File: config.mk
export PLATFORM = sky130hd
export DESIGN_NAME = pulse_seq_ctrl
export DESIGN_NICKNAME = d
export VERILOG_FILES = /design/src/rtl/pulse_pkg.sv /design/src/rtl/pulse_dcnt.sv /design/src/rtl/pulse_seq_ctrl.sv
export SDC_FILE = /design/constraint.sdc
export NUM_CORES = 1
export LEC_CHECK = 0
export ABC_AREA = 1
export CELL_PAD_IN_SITES_DETAIL_PLACEMENT = 0
export CELL_PAD_IN_SITES_GLOBAL_PLACEMENT = 1
export CORE_ASPECT_RATIO = 1.2
export CORE_UTILIZATION = 35
export DETAILED_ROUTE_END_ITERATION = 7
export PLACE_DENSITY_LB_ADDON = 0.05
export SYNTH_ARGS = -nofsm -noshare
export SYNTH_HDL_FRONTEND = slang
export SYNTH_HIERARCHICAL = 1
export SYNTH_SLANG_ARGS = --single-unit
File: constraint.sdc
create_clock -name clk_sys -period 4.1 [get_ports clk_sys]
set_clock_uncertainty 0.15 [all_clocks]
set_input_delay 0.82 -clock clk_sys [delete_from_list [all_inputs] [get_ports clk_sys]]
set_output_delay 0.82 -clock clk_sys [all_outputs]
set_load 0.1 [all_outputs]
File: src/rtl/pulse_pkg.sv
// Shared definitions for the pulse-state sequencer: FSM encoding, config
// register addresses and default widths.
package pulse_pkg;

    localparam int TW_DEF = 20;
    localparam int RW_DEF = 16;
    localparam int GW_DEF = 20;

    localparam logic [1:0] ADDR_PLUSE  = 2'd0;
    localparam logic [1:0] ADDR_DUMP   = 2'd1;
    localparam logic [1:0] ADDR_REPEAT = 2'd2;
    localparam logic [1:0] ADDR_GAP    = 2'd3;

    typedef enum logic [8:0] {
        S_IDLE    = 9'b000000001,
        S_LOAD_P  = 9'b000000010,
        S_LOAD_D  = 9'b000000100,
        S_RELEASE = 9'b000001000,
        S_SETTLE  = 9'b000010000,
        S_RUN     = 9'b000100000,
        S_STEP    = 9'b001000000,
        S_GAP     = 9'b010000000,
        S_FIN     = 9'b100000000
    } state_t;

endpackage

File: src/rtl/pulse_dcnt.sv
// Loadable down-counter that never goes below 1; a load of 0 is taken as 1
// so a zero duration still produces a one-cycle interval.
module pulse_dcnt #(
    parameter int W = 20
) (
    input  logic         clk_sys,
    input  logic         rst_n,
    input  logic         i_load,
    input  logic [W-1:0] i_val,
    input  logic         i_dec,
    output logic         o_expire
);

    logic [W-1:0] r_count;

    always_ff @(posedge clk_sys or negedge rst_n) begin
        if (!rst_n) begin
            r_count <= W'(1);
        end else if (i_load) begin
            r_count <= (i_val == '0) ? W'(1) : i_val;
        end else if (i_dec && (r_count > W'(1))) begin
            r_count <= r_count - W'(1);
        end
    end

    assign o_expire = (r_count == W'(1));

endmodule

File: src/rtl/pulse_seq_ctrl.sv
// Drives the PLUSE/DUMP pulse-state block through repeated scans: loads its
// time registers, releases its reset, steps it on timecount and gaps scans.
module pulse_seq_ctrl
    import pulse_pkg::*;
#(
    parameter int TW = TW_DEF,
    parameter int RW = RW_DEF,
    parameter int GW = GW_DEF
) (
    input  logic          clk_sys,
    input  logic          rst_n,
    input  logic          cfg_we,
    input  logic [1:0]    cfg_addr,
    input  logic [15:0]   cfg_data,
    input  logic          start,
    input  logic          abort,
    input  logic [TW-1:0] timecount_in,
    input  logic          state_over_n_in,
    output logic          sm_rst_n,
    output logic          clken_p,
    output logic          load,
    output logic          loadchoice,
    output logic [15:0]   datain,
    output logic          busy,
    output logic          done,
    output logic [RW-1:0] scan_cnt
);

    state_t        r_state;
    state_t        w_state_next;
    logic [15:0]   r_pluse_time;
    logic [15:0]   r_dump_time;
    logic [RW-1:0] r_repeat;
    logic [GW-1:0] r_gap;
    logic [RW-1:0] r_scan_cnt;
    logic          w_tmr_expire;
    logic          w_gap_expire;
    logic          w_gap_entry;
    logic          w_run_start;

    always_ff @(posedge clk_sys or negedge rst_n) begin
        if (!rst_n) begin
            r_pluse_time <= '0;
            r_dump_time  <= '0;
            r_repeat     <= '0;
            r_gap        <= '0;
        end else if (cfg_we && (r_state == S_IDLE)) begin
            case (cfg_addr)
                ADDR_PLUSE:  r_pluse_time <= cfg_data;
                ADDR_DUMP:   r_dump_time  <= cfg_data;
                ADDR_REPEAT: r_repeat     <= RW'(cfg_data);
                default:     r_gap        <= GW'(cfg_data);
            endcase
        end
    end

    always_ff @(posedge clk_sys or negedge rst_n) begin
        if (!rst_n) begin
            r_state <= S_IDLE;
        end else begin
            r_state <= w_state_next;
        end
    end

    always_comb begin
        w_state_next = r_state;
        if (abort && (r_state != S_IDLE)) begin
            w_state_next = S_IDLE;
        end else begin
            case (r_state)
                S_IDLE: begin
                    if (start && !abort) begin
                        w_state_next = (r_repeat != '0) ? S_LOAD_P : S_FIN;
                    end
                end
                S_LOAD_P:  w_state_next = S_LOAD_D;
                S_LOAD_D:  w_state_next = S_RELEASE;
                S_RELEASE: w_state_next = S_SETTLE;
                S_SETTLE:  w_state_next = S_RUN;
                S_RUN: begin
                    // STOP from the block wins over a coincident timer expiry
                    if (!state_over_n_in) begin
                        w_state_next = S_GAP;
                    end else if (w_tmr_expire) begin
                        w_state_next = S_STEP;
                    end
                end
                S_STEP: w_state_next = S_SETTLE;
                S_GAP: begin
                    if (w_gap_expire) begin
                        w_state_next = (r_scan_cnt == r_repeat) ? S_FIN : S_LOAD_P;
                    end
                end
                S_FIN:   w_state_next = S_IDLE;
                default: w_state_next = S_IDLE;
            endcase
        end
    end

    assign w_gap_entry = (r_state == S_RUN) && (w_state_next == S_GAP);
    assign w_run_start = (r_state == S_IDLE) && (w_state_next == S_LOAD_P);

    always_ff @(posedge clk_sys or negedge rst_n) begin
        if (!rst_n) begin
            r_scan_cnt <= '0;
        end else if (w_run_start) begin
            r_scan_cnt <= '0;
        end else if (w_gap_entry && (r_scan_cnt != '1)) begin
            r_scan_cnt <= r_scan_cnt + RW'(1);
        end
    end

    pulse_dcnt #(.W(TW)) u_state_tmr (
        .clk_sys  (clk_sys),
        .rst_n    (rst_n),
        .i_load   (r_state == S_SETTLE),
        .i_val    (timecount_in),
        .i_dec    (r_state == S_RUN),
        .o_expire (w_tmr_expire)
    );

    pulse_dcnt #(.W(GW)) u_gap_tmr (
        .clk_sys  (clk_sys),
        .rst_n    (rst_n),
        .i_load   (w_gap_entry),
        .i_val    (r_gap),
        .i_dec    (r_state == S_GAP),
        .o_expire (w_gap_expire)
    );

    // All outputs decode the registered state, so an async reset clears them at once
    assign load       = (r_state == S_LOAD_P) || (r_state == S_LOAD_D);
    assign loadchoice = (r_state == S_LOAD_D);
    assign datain     = (r_state == S_LOAD_P) ? r_pluse_time :
                        (r_state == S_LOAD_D) ? r_dump_time  : 16'd0;
    assign sm_rst_n   = (r_state == S_RELEASE) || (r_state == S_SETTLE) ||
                        (r_state == S_RUN)     || (r_state == S_STEP);
    assign clken_p    = (r_state == S_STEP);
    assign done       = (r_state == S_FIN);
    assign busy       = (r_state != S_IDLE);
    assign scan_cnt   = r_scan_cnt;

endmodule

### After elaboration in Yosys (flattened, before gate mapping)

Cells that the tools add are included.

| word-level totals | value |
|---|---|
| output and inout port bits | 38 |
| word-level logic and storage cells | 76 |
| input port bits | 44 |
| register bits after elaboration | 129 |

| operators by class | value |
|---|---|
| magnitude comparators | 2 |
| add/sub/neg operators | 3 |
| eq/ne operators | 18 |
| multiplexer cells | 18 |
| reductions and logical operators | 26 |
| bitwise logic cells | 1 |

Operators by type and width:

| operator | count |
|---|---|
| 2-to-1 mux 20 bit | 5 |
| 2-to-1 mux 16 bit | 5 |
| 2-to-1 mux 9 bit | 7 |
| one-hot mux 9 bit (7 select lines) | 1 |
| equality test 20 x 1 -> 1 bit, second input constant | 2 |
| greater-than comparator 20 x 1 -> 1 bit, second input constant | 2 |
| logical NOT 20 bit | 2 |
| subtractor 20 x 1 -> 20 bit, second input constant | 2 |
| equality test 9 x 2 -> 1 bit, second input constant | 2 |
| equality test 9 x 8 -> 1 bit, second input constant | 2 |
| adder 16 x 1 -> 16 bit, second input constant | 1 |
| equality test 16 bit | 1 |
| != test 16 bit, second input constant | 1 |
| nonzero test 16 bit | 1 |
| equality test 9 x 1 -> 1 bit, second input constant | 1 |
| equality test 9 x 3 -> 1 bit, second input constant | 1 |
| equality test 9 x 4 -> 1 bit, second input constant | 1 |
| equality test 9 x 5 -> 1 bit, second input constant | 1 |
| equality test 9 x 6 -> 1 bit, second input constant | 1 |
| equality test 9 x 7 -> 1 bit, second input constant | 1 |
| equality test 9 bit, second input constant | 1 |
| != test 9 x 1 -> 1 bit, second input constant | 1 |
| logical AND 1 bit | 8 |
| AND reduction 2 bit | 4 |
| 9 further kinds | 14 |

### Logic depth before layout (Yosys ltp)

Gate-level depths: netlist (run 1).

| logic depth | value |
|---|---|
| depth after elaboration | 10 |
| mapped depth | 16 |
| gate-level depth less buffers | 15 |

### By module

The synthesis (run 1) kept the hierarchy.

Modules (own cells, without submodules):

| module | times used | cells an instance | sequential area each (um^2) | area each (um^2) |
|---|---|---|---|---|
| pulse_seq_ctrl | 1 | 611 | 2,228.4 | 4,737.0 |
| pulse_dcnt | 2 | 272 | 501.7 | 1,724.2 |

### Least setup slack after synthesis (run 1)

Ideal clock, no wire load.

| timing | value |
|---|---|
| path kind | reg-to-output |
| start | register r_state[6] |
| end | output datain[10] |
| arrival time | 3.323 ns |
| data required time | 3.130 ns |
| path slack | -0.193 ns |
| stages on the path, launching flop included | 8 |
| path buffers | 2 |
| path through | dfrtp_1 nor2_2 nand2_1 clkinv_2 buf_4 nand4_1 clkbuf_1 o21ai_0 |

| on the way | value |
|---|---|
| word-level cells in the longest chain between the ends | 3 |
| elaborated cells on any way between the ends | 4 |
| those cells by class | 2 x eq/ne; 2 x mux |

Ends and longest elaborated chain:

| element | line | text |
|---|---|---|
| from (decl) | pulse_seq_ctrl.sv:29 | `state_t r_state;` |
| from (signal assigned) | pulse_seq_ctrl.sv:61 | `r_state <= w_state_next;` |
| equality test 9 x 3 -> 1 bit | pulse_seq_ctrl.sv:135 | `(r_state == S_LOAD_D) ? r_dump_time : 16'd0;` |
| 2-to-1 mux 16 bit | pulse_seq_ctrl.sv:135 |  |
| 2-to-1 mux 16 bit * | pulse_seq_ctrl.sv:134 | `assign datain = (r_state == S_LOAD_P) ? r_pluse_time :` |
| to (decl) | pulse_seq_ctrl.sv:23 | `output logic [15:0] datain,` |

Every way passes the cells marked *; elsewhere a longest branch is shown, timed or not.

### Worst setup path after layout (run 1)

| timing | value |
|---|---|
| start | register r_state[6] |
| end | output datain[15] |

Same word-level chain as after synthesis.

==> results of run 1 <==
final timing paths:
check	from	end	slack [ns]	depth (start not counted)
setup / recovery	r_state[6]	datain[15]	0.34	6
max in group asynchronous	rst_n	r_state[0]	2.70	2
min in group clk_sys	r_pluse_time[14]	r_pluse_time[14]	0.33	2
hold / removal	rst_n	u_state_tmr/r_count[9]	0.27	1
hold reg to reg	r_pluse_time[14]	r_pluse_time[14]	0.33	2
setup reg to reg	u_state_tmr/r_count[10]	u_gap_tmr/r_count[3]	0.71	14
registers in the layout, summed over array words and instances, names as in the netlist:
name	flops
r_repeat	16
r_dump_time	16
u_gap_tmr/r_count	20
scan_cnt	16
r_state	9
r_gap	16
u_state_tmr/r_count	20
r_pluse_time	16
kinds of logic after synthesis:
group,count (synthesis)
DFF,129
buffers and inverters,184
xor gates and xnor gates,30
other,1
adders and majority gates,5
and+or+nand+nor,662
AOI/OAI and AO/OA,144
routing by layer:
layer  part of all wire  vias up
met5                  0        -
met4             0.0087        0
met3              0.030       13
met2               0.48      114
met1               0.48     3271
li1                   -     3790
cell type report:
cell class | instances | share of cell area
timing repair buffer | 85 | 0.0818
sequential | 129 | 0.331
clock buffer | 17 | 0.0435
inverter | 143 | 0.0561
clock inverter | 15 | 0.0188
tap | 310 | 0.0397
multi-input combinational | 849 | 0.430
Yosys cell counts, drive strengths merged, types with 10 or more instances:
library cell    n  area [um^2]
nand4          17          128
clkbuf         20         78.8
inv           140          526
dfrtp         126         3150
o21ai         129          736
nor2          154          668
buf            21          154
a21oi          10         50.1
xor2           17          149
nand2         356         1390
xnor2          13          114
nand3         118          668
stage by stage:
step | total power [mW] | TNS, ns | utilization | cell area, um^2 | hold slack [ns]
6_report | 4.57 | 0 | 0.431 | 9780 | 0.272
5_1_grt | 4.86 | 0 | 0.431 | 9780 | 0.315
4_1_cts | 4.63 | 0 | 0.431 | 9780 | 0.315
3_5_place_dp | 3.06 | 0 | 0.404 | 9170 | 0.323
3_3_place_gp | 3.04 | 0 | 0.404 | 9170 | 0.316
2_1_floorplan | 2.71 | -2.06 | - | 8210 | 0.297
power by group:
part	switching [mW]	internal (mW)	total [mW]
Clock	0.723	0.830	1.55
Sequential	0.280	1.60	1.88
Combinational	0.731	0.399	1.13
Total	1.73	2.83	4.57
placed cells by master, fill, tap and decap left out, types with 24 or more instances in the layout:
| master | n |
|---|---|
| buf_4 | 25 |
| clkdlybuf4s50_1 | 58 |
| dfrtp_1 | 126 |
| inv_1 | 139 |
| nand2_1 | 346 |
| nand3_1 | 107 |
| nor2_1 | 138 |
| o21ai_0 | 77 |
| o21ai_1 | 28 |
| o21ai_2 | 24 |
==> tab_implementation.tex, run 1 <==
\begin{tabular}{lr}
\hline
Metric & Value \\
\hline
\multicolumn{2}{l}{\textbf{Run status}} \\
\quad Status & complete, no violations \\
\multicolumn{2}{l}{\textbf{Route}} \\
\quad Routed via count & 7188 \\
\quad Post-route ant nets & 0 \\
\quad Iteration-0 DRC Markers & 436 \\
\quad Routed wire length per instance & 14.8 um \\
\quad Detailed Route WL & 22900 um \\
\quad Detailed-router iteration count before antenna repair & 5 \\
\quad Average vias per placed instance & 4.64 \\
\quad Drc violations & 0 \\
\multicolumn{2}{l}{\textbf{Clock network}} \\
\quad Post-CTS Setup Repair Bufs & 0 \\
\quad Number of CTS-inserted buffers & 17 \\
\quad CTS max path bufs & 2 \\
\quad Clock net sink count & 129 \\
\quad TritonCTS clock tree & built \\
\quad Hold Buf Count CTS & 0 \\
\quad CTS clock-pin slew for the worst setup and hold paths & 0.07 ns \\
\quad Clock network latency to the later pin of the worst-skew pair & 0.43 ns \\
\quad CTS Root Buffer Type & clkbuf\_16 \\
\quad Maximum level of the CTS H-tree & 4 \\
\quad \# resized after CTS & 0 \\
\multicolumn{2}{l}{\textbf{Synth}} \\
\quad Combinational family with the most area after synthesis & simple AND/OR/NAND/NOR gates \\
\quad Synthesized area per cell & 7.09 um\^{}2 \\
\quad Number of flops mapped to enable cells by yosys & 0 \\
\quad Netlist Area Pre-Place & 8190 um\^{}2 \\
\quad Count of warnings emitted by yosys & 6 \\
\quad Register bit total from synthesis & 129 \\
\quad Cell count after synthesis & 1155 \\
\quad Synthesized-area fraction occupied by and/or/nand/nor cells & 0.369 \\
\quad Dominant register cell in the synthesized netlist & dfrtp\_1 \\
\quad Fraction of synthesis flops using an asynchronous set or reset pin & 1.00 \\
\quad Post-synthesis sequential area ratio & 0.395 \\
\quad Number of distinct standard cells referenced by the synthesized netlist & 41 \\
\quad Compound-gate portion of the synthesized area & 0.101 \\
\quad Mux cell area share after synthesis & 0 \\
\quad Synth Area in XOR/XNOR & 0.0321 \\
\quad Arithmetic-cell share of the synthesized area counting full adders, half adders and majority gates & 0.00764 \\
\multicolumn{2}{l}{\textbf{STA}} \\
\quad Minimum clock period & 3.76 ns \\
\quad Worst Setup Slack, final & 0.338 ns \\
\quad Final-report hold violation count & 0 \\
\quad \# setup viols final & 0 \\
\quad Highest clock frequency the design can meet & 0.266 GHz \\
\quad Final-report max-slew violation count & 0 \\
\quad Max transition margin & 0.348 \\
\quad Final period util & 0.918 \\
\quad Setup repair after global routing missed its margin & false \\
\quad Pin slew with the least headroom to its limit & 0.976 ns \\
\multicolumn{2}{l}{\textbf{Cells and area}} \\
\quad Number of standard cells in the layout, taps in and fillers out & 1548 \\
\quad Combined area of the multi-input logic cells & 4200 um\^{}2 \\
\quad NumNets Final & 1274 \\
\quad Reg area & 3230 um\^{}2 \\
\quad Antenna Cells & 0 \\
\quad Layout area overhead & 19.4\% \\
\quad Fill cell total of the finished layout & 2456 \\
\quad Ratio of cells with drive above 1 in the final layout & 0.109 \\
\multicolumn{2}{l}{\textbf{Critical path}} \\
\quad Slowest cell on the critical path & nand4\_1 \\
\quad Crit-path max FO & 22 \\
\quad Critical path data required time & 3.13 ns \\
\quad Largest incremental delay on the critical path & 0.58 ns \\
\quad Startpoint class of the critical path & register \\
\quad Family with the most delay on the worst path & simple AND/OR/NAND/NOR gates \\
\quad Arrival time of the worst setup path & 2.79 ns \\
\quad Crit path buf inv count & 2 \\
\quad Startpoint-to-endpoint class of the critical path & register to output port \\
\quad Kind of capture point of the worst setup path & output port \\
\quad Worst path cell trace & nor2\_2 > nand2\_1 > clkinv\_2 > nand4\_1 > o21ai\_0 > buf\_4 \\
\multicolumn{2}{l}{\textbf{Global routing}} \\
\quad Largest net degree at the start of global routing & 78 \\
\quad Number of antenna violations at the first check in global routing & 0 \\
\quad Leftover overflow at the end of global routing & 0 \\
\quad GRT Util Overall & 0.203 \\
\quad Met3 Track Usage GR & 0.0291 \\
\quad Vias in the first global route & 7041 \\
\quad Busiest metal layer after global routing & met2 \\
\quad Met1 layer usage reported by global route & 0.279 \\
\quad Global-route met2 utilization & 0.334 \\
\quad Global-route wire length before repair & 37600 um \\
\multicolumn{2}{l}{\textbf{Die}} \\
\quad Area enclosed by the die boundary & 24000 um\^{}2 \\
\quad Number of top-level pins & 82 \\
\quad Die height & 170 um \\
\quad Row Count & 60 \\
\quad Core area & 22700 um\^{}2 \\
\quad Die Width & 142 um \\
\quad Initial core utilization & 0.361 \\
\multicolumn{2}{l}{\textbf{Min path}} \\
\quad Type of the tightest min-delay check & primary input to asynchronous set/reset pin \\
\multicolumn{2}{l}{\textbf{Pwr}} \\
\quad Peak VDD IR & 0.287 mV \\
\quad Power density of the placed cells & 467 nW/um\^{}2 \\
\quad Leakage & 4.79 nW \\
\multicolumn{2}{l}{\textbf{Place}} \\
\quad Total instance count after detailed placement & 1516 \\
\quad DP Worst Slack & 0.696 ns \\
\quad Number of port buffers & 81 \\
\quad Placed wire-length estimate after detailed placement & 16500 um \\
\quad Final weighted congestion of routability-driven global placement & 0.800 \\
\multicolumn{2}{l}{\textbf{Job}} \\
\quad Max-cap viol count & 0 \\
\hline
\end{tabular}
Power figures use the tool's default switching activity.
==> run 2: changes to the inputs <==
==> constraint.sdc (replaced) <==
create_clock -name clk_sys -period 3.4 [get_ports clk_sys]
set_clock_uncertainty 0.15 [all_clocks]
set_input_delay 0.68 -clock clk_sys [delete_from_list [all_inputs] [get_ports clk_sys]]
set_output_delay 0.68 -clock clk_sys [all_outputs]
set_load 0.1 [all_outputs]
==> run 2 against run 1 <==
Effect of this change:
- via count rose by 2.3%
- global-route usage is 0.37 points higher
- critical path type unchanged
- largest power group unchanged
- non-clock buffer count grew 7
- worst setup slack worse by 0.027 ns
==> tab_implementation.tex, run 2 (synthesis results as in run 1) <==
\begin{tabular}{lr}
\hline
Metric & Value \\
\hline
\multicolumn{2}{l}{\textbf{Route}} \\
\quad Detailed Route WL & 23000 um (+0.52\%) \\
\quad Post-route ant nets & 0 (unchanged) \\
\quad Iteration-0 DRC Markers & 341 (-22\%) \\
\quad Routed via count & 7352 (+2.3\%) \\
\quad Routed wire length per instance & 14.8 um (about the same) \\
\quad Drc violations & 0 (unchanged) \\
\quad Average vias per placed instance & 4.73 (+1.8\%) \\
\quad Detailed-router iteration count before antenna repair & 4 (-1) \\
\multicolumn{2}{l}{\textbf{Place}} \\
\quad Number of port buffers & 81 (unchanged) \\
\quad Placed wire-length estimate after detailed placement & 16600 um (+0.69\%) \\
\quad Final weighted congestion of routability-driven global placement & 0.811 (+1.3\%) \\
\multicolumn{2}{l}{\textbf{Critical path}} \\
\quad Kind of capture point of the worst setup path & output port \\
\quad Worst path cell trace & nor2\_2 > nand2\_1 > clkinv\_2 > nand4\_1 > buf\_4 > o21ai\_0 > buf\_12 \\
\quad Startpoint-to-endpoint class of the critical path & register to output port \\
\quad Crit-path max FO & 15 (-32\%) \\
\quad Startpoint class of the critical path & register \\
\quad Slowest cell on the critical path & o21ai\_0 \\
\quad Critical path data required time & 2.57 ns (-0.56 ns) \\
\quad Largest incremental delay on the critical path & 0.44 ns (-0.14 ns) \\
\quad Arrival time of the worst setup path & 2.26 ns (-0.53 ns) \\
\multicolumn{2}{l}{\textbf{Pwr}} \\
\quad Leakage & 4.90 nW (+2.3\%) \\
\quad Power density of the placed cells & 556 nW/um\^{}2 (+19\%) \\
\quad Peak VDD IR & 0.380 mV (+33\%) \\
\multicolumn{2}{l}{\textbf{STA}} \\
\quad \# setup viols final & 0 (unchanged) \\
\quad Final-report max-slew violation count & 0 (unchanged) \\
\quad Highest clock frequency the design can meet & 0.324 GHz \\
\quad Minimum clock period & 3.09 ns \\
\quad Final TNS setup & 0 ns (unchanged) \\
\quad Final period util & 0.908 \\
\quad Max transition margin & 0.473 (+0.125) \\
\quad Pin slew with the least headroom to its limit & 0.788 ns (-0.188 ns) \\
\quad Setup repair after global routing missed its margin & false \\
\quad Final-report hold violation count & 0 (unchanged) \\
\multicolumn{2}{l}{\textbf{Die}} \\
\quad Die height & 170 um (unchanged) \\
\quad Row Count & 60 (unchanged) \\
\quad Area enclosed by the die boundary & 24000 um\^{}2 (unchanged) \\
\quad Initial core utilization & 0.361 (unchanged) \\
\quad Die Width & 142 um (unchanged) \\
\quad Core area & 22700 um\^{}2 (unchanged) \\
\quad Number of top-level pins & 82 (unchanged) \\
\multicolumn{2}{l}{\textbf{Run status}} \\
\quad Status & complete, no violations \\
\multicolumn{2}{l}{\textbf{Global routing}} \\
\quad Largest net degree at the start of global routing & 67 (-14\%) \\
\quad Vias in the first global route & 7340 (+4.2\%) \\
\quad GRT Util Overall & 0.207 (+0.00367) \\
\quad Global-route wire length before repair & 38700 um (+2.8\%) \\
\quad Number of antenna violations at the first check in global routing & 0 (unchanged) \\
\quad Leftover overflow at the end of global routing & 0 (unchanged) \\
\multicolumn{2}{l}{\textbf{Cells and area}} \\
\quad Commonest cells after routing, fill and taps aside & 346 x nand2\_1, 139 x inv\_1, 138 x nor2\_1 \\
\quad Ratio of cells with drive above 1 in the final layout & 0.127 (+0.0179) \\
\quad Top Registers & u\_gap\_tmr/r\_count x20, u\_state\_tmr/r\_count x20 \\
\quad Share of the core filled with cells in the final layout & 0.441 (+0.0103) \\
\quad Layout area overhead & 22.3\% \\
\quad Antenna Cells & 0 (unchanged) \\
\quad NumNets Final & 1281 (+0.55\%) \\
\quad Most common cell after layout, fill and taps aside & nand2\_1 \\
\multicolumn{2}{l}{\textbf{Clock network}} \\
\quad Clock net sink count & 129 (unchanged) \\
\quad \# resized after CTS & 0 (unchanged) \\
\quad Number of CTS-inserted buffers & 17 (unchanged) \\
\quad Maximum level of the CTS H-tree & 4 (unchanged) \\
\quad Post-CTS Setup Repair Bufs & 0 (unchanged) \\
\quad Hold Buf Count CTS & 0 (unchanged) \\
\quad CTS clock-pin slew for the worst setup and hold paths & 0.07 ns (about the same) \\
\quad TritonCTS clock tree & built \\
\quad CTS Root Buffer Type & clkbuf\_16 \\
\quad Clock network latency to the later pin of the worst-skew pair & 0.43 ns (about the same) \\
\quad CTS max path bufs & 2 (unchanged) \\
\multicolumn{2}{l}{\textbf{Job}} \\
\quad Max-cap viol count & 0 (unchanged) \\
\multicolumn{2}{l}{\textbf{Min path}} \\
\quad Type of the tightest min-delay check & primary input to asynchronous set/reset pin \\
\hline
\end{tabular}
## run 2: cell count changes in the layout (fill, tap and decap cells not counted)
cell	before	now
buf_4	25	31
o21ai_0	77	76
clkinv_8	5	6
buf_12	1	18
clkinv_4	3	2
clkdlybuf4s50_1	58	42
o21ai_1	28	29
## run 2: layout make-up
type | instances | area [um^2]
clock buffer | 17 | 425
clock inverter | 15 | 191
fill | 2380 | 12700
inverter | 143 | 548
multi-input combinational | 849 | 4200
sequential | 129 | 3230
tap | 310 | 388
timing repair buffer | 92 | 1020
## run 2: power breakdown
| group | leakage, nW | switching [mW] | internal (mW) |
|---|---|---|---|
| sequential | 1.58 | 0.345 | 1.93 |
| combinational | 3.02 | 0.888 | 0.507 |
| clock | 0.301 | 0.882 | 1.01 |
| total | 4.90 | 2.11 | 3.45 |
## run 2: stage by stage
| stage | area, um^2 | cells | worst slack [ns] | hold WS [ns] | total power, mW |
|---|---|---|---|---|---|
| floorplan | 8210 | 1162 | -0.753 | 0.234 | 3.27 |
| global route | 10000 | 1555 | 0.0501 | 0.169 | 5.92 |
| detailed placement | 9390 | 1523 | 0.360 | 0.321 | 3.72 |
| CTS | 10000 | 1555 | 0.296 | 0.148 | 5.65 |
| global placement | 9390 | 1523 | 0.460 | 0.315 | 3.71 |
| finish | 10000 | 1555 | 0.311 | 0.133 | 5.56 |
## run 2: worst max-delay path: cells and delay by family (launching register included)
| family | cells | cell delay [ns] |
|---|---|---|
| AO/OA/AOI/OAI | 1 | 0.44 |
| buffers and inverters | 3 | 0.57 |
| flip-flops | 1 | 0.41 |
| AND/OR/NAND/NOR | 3 | 0.41 |
## run 2: worst paths after layout
| kind | cells past startpoint | start | endpoint | slack, ns |
|---|---|---|---|---|
| setup / recovery | 7 | r_state[6] | datain[12] | 0.31 |
| hold / removal | 1 | rst_n | u_state_tmr/r_count[9] | 0.13 |
| setup reg to reg | 14 | u_state_tmr/r_count[10] | u_gap_tmr/r_count[13] | 0.38 |
| hold reg to reg | 2 | r_dump_time[14] | r_dump_time[14] | 0.34 |
| max in group asynchronous | 2 | rst_n | u_gap_tmr/r_count[0] | 2.20 |
| min in group clk_sys | 2 | r_dump_time[14] | r_dump_time[14] | 0.34 |
## run 2: routing by layer
metal / vias to the layer above / GRT usage / wire, um
li1: 3793 / - / -
met3: 14 / 0.0254 / 555
met4: 0 / 0.0575 / 227
met2: 104 / 0.350 / 11100
met1: 3441 / 0.276 / 11200
met5: - / 0 / 0
